[src/rtl/sobel_edge_core.sv]
// Streaming 3x3 Sobel edge detector for single-channel grey video.
// Internal line buffers, frame-aligned config capture, binary or saturated-magnitude output.
module sobel_edge_core #(
    parameter int unsigned DATA_W = 8,
    parameter int unsigned IMG_W  = 200,
    parameter int unsigned IMG_H  = 200
) (
    input  logic              clk,
    input  logic              rst,
    input  logic              pi_flag,
    input  logic [DATA_W-1:0] pi_data,
    input  logic [DATA_W+2:0] cfg_thresh,
    input  logic              cfg_mode,
    output logic              po_flag,
    output logic [DATA_W-1:0] po_data,
    output logic              po_eof
);

    localparam int unsigned COL_W = $clog2(IMG_W);
    localparam int unsigned ROW_W = $clog2(IMG_H);
    localparam int unsigned G_W   = DATA_W + 3;

    localparam logic [COL_W-1:0] COL_LAST = COL_W'(IMG_W - 1);
    localparam logic [ROW_W-1:0] ROW_LAST = ROW_W'(IMG_H - 1);
    localparam logic [G_W-1:0]   PIX_MAX  = {3'b000, {DATA_W{1'b1}}};

    // ------------------------------------------------------------------
    // Input raster counters and config capture
    // ------------------------------------------------------------------
    logic [COL_W-1:0] col_q, col_d;
    logic [ROW_W-1:0] row_q, row_d;
    logic [G_W-1:0]   thresh_q, thresh_sel;
    logic             mode_q, mode_sel;
    logic             accept;
    logic             frame_start;
    logic             win_ok;
    logic             last_px;

    assign accept      = pi_flag & ~rst;
    assign frame_start = (col_q == '0) && (row_q == '0);
    assign win_ok      = (row_q >= ROW_W'(2)) && (col_q >= COL_W'(2));
    assign last_px     = (row_q == ROW_LAST) && (col_q == COL_LAST);

    // The first pixel of a frame sees the live config; later pixels see the captured copy.
    assign thresh_sel  = frame_start ? cfg_thresh : thresh_q;
    assign mode_sel    = frame_start ? cfg_mode : mode_q;

    always_comb begin
        col_d = col_q;
        row_d = row_q;
        if (pi_flag) begin
            if (col_q == COL_LAST) begin
                col_d = '0;
                row_d = (row_q == ROW_LAST) ? '0 : row_q + ROW_W'(1);
            end else begin
                col_d = col_q + COL_W'(1);
            end
        end
    end

    always_ff @(posedge clk) begin
        if (rst) begin
            col_q    <= '0;
            row_q    <= '0;
            thresh_q <= '0;
            mode_q   <= 1'b0;
        end else begin
            col_q <= col_d;
            row_q <= row_d;
            if (pi_flag && frame_start) begin
                thresh_q <= cfg_thresh;
                mode_q   <= cfg_mode;
            end
        end
    end

    // ------------------------------------------------------------------
    // Line buffers: lb0 holds the previous line, lb1 the one before it
    // ------------------------------------------------------------------
    logic [DATA_W-1:0] lb0 [IMG_W];
    logic [DATA_W-1:0] lb1 [IMG_W];
    logic [DATA_W-1:0] rd_top_q, rd_mid_q, rd_bot_q;

    always_ff @(posedge clk) begin
        if (accept) begin
            lb0[col_q] <= pi_data;
            lb1[col_q] <= lb0[col_q];
            rd_top_q   <= lb1[col_q];
            rd_mid_q   <= lb0[col_q];
            rd_bot_q   <= pi_data;
        end
    end

    // ------------------------------------------------------------------
    // Pipeline control: valid, eof and frame config travel with each pixel
    // ------------------------------------------------------------------
    logic           shift_q;
    logic           v_rd_q, v_win_q, v_grad_q, v_mag_q;
    logic           e_rd_q, e_win_q, e_grad_q, e_mag_q;
    logic [G_W-1:0] t_rd_q, t_win_q, t_grad_q, t_mag_q;
    logic           m_rd_q, m_win_q, m_grad_q, m_mag_q;

    always_ff @(posedge clk) begin
        if (rst) begin
            shift_q  <= 1'b0;
            v_rd_q   <= 1'b0;
            v_win_q  <= 1'b0;
            v_grad_q <= 1'b0;
            v_mag_q  <= 1'b0;
            e_rd_q   <= 1'b0;
            e_win_q  <= 1'b0;
            e_grad_q <= 1'b0;
            e_mag_q  <= 1'b0;
        end else begin
            shift_q  <= pi_flag;
            v_rd_q   <= pi_flag & win_ok;
            e_rd_q   <= pi_flag & last_px;
            v_win_q  <= v_rd_q;
            e_win_q  <= e_rd_q;
            v_grad_q <= v_win_q;
            e_grad_q <= e_win_q;
            v_mag_q  <= v_grad_q;
            e_mag_q  <= e_grad_q;
        end
    end

    always_ff @(posedge clk) begin
        t_rd_q   <= thresh_sel;
        m_rd_q   <= mode_sel;
        t_win_q  <= t_rd_q;
        m_win_q  <= m_rd_q;
        t_grad_q <= t_win_q;
        m_grad_q <= m_win_q;
        t_mag_q  <= t_grad_q;
        m_mag_q  <= m_grad_q;
    end

    // ------------------------------------------------------------------
    // 3x3 window, [row][col] with row 0 = top and col 2 = newest
    // ------------------------------------------------------------------
    logic [DATA_W-1:0] win_q [3][3];

    always_ff @(posedge clk) begin
        if (shift_q) begin
            for (int r = 0; r < 3; r++) begin
                win_q[r][0] <= win_q[r][1];
                win_q[r][1] <= win_q[r][2];
            end
            win_q[0][2] <= rd_top_q;
            win_q[1][2] <= rd_mid_q;
            win_q[2][2] <= rd_bot_q;
        end
    end

    // ------------------------------------------------------------------
    // Gradients; each weighted sum is at most 4*(2^DATA_W-1), so G_W bits suffice
    // ------------------------------------------------------------------
    function automatic logic [G_W-1:0] ext(input logic [DATA_W-1:0] p);
        return G_W'(p);
    endfunction

    logic [G_W-1:0]        gx_pos, gx_neg, gy_pos, gy_neg;
    logic signed [G_W-1:0] gx_q, gy_q;

    always_comb begin
        gx_pos = ext(win_q[0][2]) + (ext(win_q[1][2]) << 1) + ext(win_q[2][2]);
        gx_neg = ext(win_q[0][0]) + (ext(win_q[1][0]) << 1) + ext(win_q[2][0]);
        gy_pos = ext(win_q[2][0]) + (ext(win_q[2][1]) << 1) + ext(win_q[2][2]);
        gy_neg = ext(win_q[0][0]) + (ext(win_q[0][1]) << 1) + ext(win_q[0][2]);
    end

    always_ff @(posedge clk) begin
        gx_q <= signed'(gx_pos - gx_neg);
        gy_q <= signed'(gy_pos - gy_neg);
    end

    // ------------------------------------------------------------------
    // Magnitude |Gx| + |Gy|; the maximum 8*(2^DATA_W-1) cannot wrap
    // ------------------------------------------------------------------
    logic [G_W-1:0] gx_abs, gy_abs, mag_q;

    always_comb begin
        gx_abs = gx_q[G_W-1] ? (~gx_q + G_W'(1)) : gx_q;
        gy_abs = gy_q[G_W-1] ? (~gy_q + G_W'(1)) : gy_q;
    end

    always_ff @(posedge clk) begin
        mag_q <= gx_abs + gy_abs;
    end

    // ------------------------------------------------------------------
    // Output mapping and register
    // ------------------------------------------------------------------
    logic [DATA_W-1:0] map_data;

    always_comb begin
        map_data = '0;
        if (m_mag_q) begin
            map_data = (mag_q > PIX_MAX) ? {DATA_W{1'b1}} : mag_q[DATA_W-1:0];
        end else if (mag_q > t_mag_q) begin
            map_data = {DATA_W{1'b1}};
        end
    end

    always_ff @(posedge clk) begin
        if (rst) begin
            po_flag <= 1'b0;
            po_eof  <= 1'b0;
            po_data <= '0;
        end else begin
            po_flag <= v_mag_q;
            po_eof  <= v_mag_q & e_mag_q;
            if (v_mag_q) begin
                po_data <= map_data;
            end
        end
    end

endmodule

[config.mk]
export PLATFORM = sky130hd
export DESIGN_NAME = sobel_edge_core
export DESIGN_NICKNAME = d
export VERILOG_FILES = /design/src/rtl/sobel_edge_core.sv
export SDC_FILE = /design/constraint.sdc
export NUM_CORES = 2
export LEC_CHECK = 0
export CORE_UTILIZATION = 65
export CTS_CLUSTER_SIZE = 25
export DETAILED_ROUTE_END_ITERATION = 8
export GPL_TIMING_DRIVEN = 0
export PLACE_DENSITY = 0.81
export SYNTH_ARGS = -nofsm -noshare
export SYNTH_HDL_FRONTEND = slang
export SYNTH_SLANG_ARGS = --single-unit
export TNS_END_PERCENT = 5
[constraint.sdc]
create_clock -name clk -period 7.9 [get_ports clk]
set_input_delay 0.79 -clock clk [delete_from_list [all_inputs] [get_ports clk]]
set_output_delay 0.79 -clock clk [all_outputs]
set_load 0.01 [all_outputs]
Word-level counts from Yosys, hierarchy flattened --
Memory sizes are Yosys's and may differ from the RTL's. A register that Yosys moved wholly into a read port is not among the register bits. Index checks and enable logic that the tools add are counted. Widths: inputs -> output; s select.
Operators by class: add/subtract/negate cells 15, order comparisons 4, equality and inequality tests 2, muxes and demuxes 15, bitwise logic cells 7, reduce and logical (&&, ||, !) cells 7
Operators with widths (count):
- $mux 8 | 7
- $add 10x8->11 | 4
- $add 8x9->10 | 4
- $mux 11 | 3
- $add 11x2->11 const B | 2
- $not 11->11 | 2
- $sub 11x11->11 | 2
- $add 8x1->8 const B | 2
- $eq 8x8->1 const B | 2
- $ge 8x2->1 const B | 2
- $logic_not 8->1 | 2
- $add 11x11->11 | 1
- $gt 11x11->1 | 1
- $gt 11x8->1 const B | 1
- $mux 1 | 5
- $and 1x1->1 | 4
- $logic_and 1x1->1 | 4
- $reduce_and 2->1 | 1
- $not 1->1 | 1
Word-level totals: register bits after elaboration 144, bits in writable memories 3272, word-level logic and storage cells 82, memories kept 3
Memories:
- lb0 | words 200, width 8, read ports 1, clocked after memory_dff 1, write ports 1, RTL line 80 | logic [DATA_W-1:0] lb0 [IMG_W];
- lb1 | words 200, width 8, read ports 1, clocked after memory_dff 1, write ports 1, RTL line 81 | logic [DATA_W-1:0] lb1 [IMG_W];
- win_q | words 3, width 24, read ports 3, clocked after memory_dff 0, write ports 3, RTL line 141 | logic [DATA_W-1:0] win_q [3][3];

Depth between registers and ports, before layout --
depth after elaboration 4, depth in mapped cells 17

Least setup slack after synthesis --
Ideal clock, no wire load.
path kind register to register, from register (tool-made name), to memory lb1[0][6], data pin, setup time 718 ps, arrival 4608 ps, data required time 7182 ps, path slack 2574 ps, cell stages (with the launch flop) 9, path buffers 4, cell sequence dfxtp_1 -> buf_2 -> buf_2 -> clkbuf_1 -> clkbuf_1 -> mux4_2 -> mux2i_1 -> a211oi_1 -> a31o_1
RTL lines (RTL line):
- to (decl) | 81

==> results.yml <==
run_status:
  status: "complete, but fails checks"
  violations: "DRC, capacitance limit, slew limit"
finish:
  drive_gt1_frac: 0.2804
  nets: 6884
  areaGrowthSynthToFinish_pct: 14.76
  nFillCells: 10050
synthesis:
  synth_edf_count: 3296
  syn_area_um2: 132900
  ys_seq_area_frac: 0.7655
  synth_top_cell_by_area: "edfxtp_1"
  synth_area_leaders: "edfxtp_1, mux4_2, dfxtp_1"
  synth.most_common_cell: "edfxtp_1"
  syn_avg_cell_area_um2: 21.64
  yosys-top-cells-count: "edfxtp_1, mux4_2, nor2_1"
  synth-seq-cells: 3432
  synth_flop_cell: "edfxtp_1"
  yosys_warnings: 0
  synth_cell_types: 60
  async_flop_share: 0
  synth_top_area_frac: 0.7450
  synth_cells: 6140
  synthesis.nets: 6280
sta:
  tightest_slew_ns: 1.750
  finClkSkew_ns: 0.09582
  setup_viol: 0
  fin_ws_ns: 0.3468
  final_max_slew_viol_count: 186
  fin_crit_ns: 7.553
  holdWs_ns: 0.2761
  max_freq_ghz: 0.1324
  maxSlewHeadroom: -0.1664
  post-route-period-util: 0.9561
  grt_setup_unrepaired: "false"
  finalSetupTns_ns: 0
  hold_violations: 0
floorplan:
  die_w_um: 454.1
  ioPinCount: 33
  dieArea_um2: 206200
  die_h_um: 454.1
  start_util: 0.6560
  num_rows: 165
  core_um2: 202500
clocking:
  cts_sinks: 3432
  root_buffer: "clkbuf_16"
  cts-hold-fix-buffers: 0
  clockBufferDepth: 4
  clk_pin_slew_ns: 0.06
  post_cts_buffers: 0
  htreeDepth: 5
  cts_buffers: 342
  cts_resized: 0
  cts_tree: "built"
  worstSkewPairLatency_ns: 1.01
detailed_routing:
  drtAntennaViolNets: 0
  routed_wirelength_mm: 466.8
  firstDrtPassIters: 9
  vias_per_cell: 7.818
  drt-wirelength-per-cell_um: 48.17
  drc: 7
  num_vias: 75760
  drt_iter0_drc: 15410
global_routing:
  grt_overflow: 0
  antenna_found_initial: 42
  grt_max_degree: 137
  grt_first_pass_wirelength_mm: 619.8
  grt_pass1_vias: 73780
  grtUsageTotal: 0.4596
job:
  drv_cap: 22
worst_setup_path:
  cp-start-kind: "flop"
  rrSetupSlack_ns: 0.35
  critPathMaxFanout: 10
  arrival_ns: 8.09
  cp-end-kind: "flop"
  worstRegToRegCells: 10
  critPathKind: "flop to flop"
  crit_required_ns: 8.44
power_and_ir_drop:
  p_per_area_nw_per_um2: 266.3
  peakVddDrop_uv: 278.2
  cellLeakagePower_nw: 47.95
placement:
  dpl_worst_slack_ns: 1.177
  numPortBuffers: 32
  place_congestion: 1.044
  hpwl_mm: 284.2
min_path:
  min_path_type: "primary input to flop"
  whs_path_depth: 1
==> report_power, final <==
part           total, W  internal (W)  switching [W]
logic           0.00445       0.00158        0.00287
clock network    0.0157       0.00864        0.00703
registers        0.0205        0.0204       0.000115
total            0.0406        0.0306         0.0100
==> area by class of cell <==
cell class              count  area, um2  area share
repair buffers            260       5240     0.03437
plain buffers             325       1740     0.01142
flip-flops and latches   3432     101700      0.6670
well taps                2672       3343     0.02193
clock inverters           172       1300    0.008526
multi-input cells        2224      29470      0.1933
inverters                 159      596.8    0.003914
clock buffers             425       9019     0.05915
diodes                     21      52.55   0.0003447
==> cell usage in the layout (no fill, tap or decap), drive strengths merged, types with 6 or more instances in the layout <==
master         synthesis  final
mux4                 863    863
a211o                  6      6
nor2b                 48     48
edfxtp              3296   3296
o21ai                 54     54
or3                    8      8
nor2                 373    373
nand2b                13     13
o211ai                16     16
ha                    54     54
o221ai                 6      6
nand4                 20     20
xnor2                 40     40
dfxtp                136    136
nor4                   6      6
nand3                 36     36
clkinv                 1    141
a21o                   6      6
o22ai                 67     67
nand2                114    114
xor2                  10     10
o2111a                 7      7
a311oi                10     10
buf                  179    411
mux2i                153    153
a31oi                  9      9
a22oi                 17     17
nor3                  23     23
inv                  158    163
a21oi                 56     56
clkinvlp               0     10
clkbuf               146    575
clkdlybuf4s50          0     24
bufinv                 0     17
fa                    63     63
a221oi                45     45
mux2                  19     19
diode                  0     21
a211oi                38     38
==> kinds of logic (layout without fill, tap and decap cells) <==
group	Yosys count	after routing	synth area share
flops	3432	3432	0.7655
mux	1035	1035	0.1594
simple gates	659	659	0.02146
buf+inv	484	1341	0.01707
compound gates	363	363	0.01868
fa+ha+maj	117	117	0.01458
xor+xnor	50	50	0.003296
other cells	0	21	0
==> path summary, 6_finish.rpt <==
check / from / to
max: col_q[1] / rd_top_q[7]
min: pi_data[4] / lb0[69][4]
max reg2reg: col_q[1] / rd_top_q[7]
min reg2reg: t_grad_q[8] / t_mag_q[8]
==> state kept, by name, summed over array words and instances (netlist names), 11 cells and up, named ones only <==
signal,flops
gx_q,11
gy_q,11
win_q,72
lb0,1600
t_rd_q,11
thresh_q,11
t_win_q,11
lb1,1600
mag_q,11
t_mag_q,11
t_grad_q,11
==> worst max-delay path, stage by stage, from the launching register on <==
cell	delay [ns]
dfxtp_1	0.37
buf_4	0.27
buf_2	0.36
buf_2	0.64
clkbuf_1	1.18
clkbuf_1	1.26
mux4_2	0.46
mux2i_1	0.47
o22ai_1	0.25
nor4_1	1.21
nand3_1	0.56
==> stage by stage <==
step,util,cell area [um2],std cells,power (W)
floorplan,-,132900,6140,0.02341
global placement,0.6741,136500,8844,0.02502
detailed placement,0.7015,142100,9071,0.02505
CTS,0.7524,152400,9668,0.04030
global route,0.7526,152400,9672,0.04120
finish,0.7528,152500,9690,0.04061
==> per-layer routing <==
metal	up-vias	GRT usage	part of all wire
li1	26610	-	-
met5	-	0.005364	0.00087
met2	8850	0.6554	0.43
met3	2336	0.1986	0.17
met1	37920	0.5526	0.29
met4	48	0.3610	0.10
(Power assumes the default switching activity.)
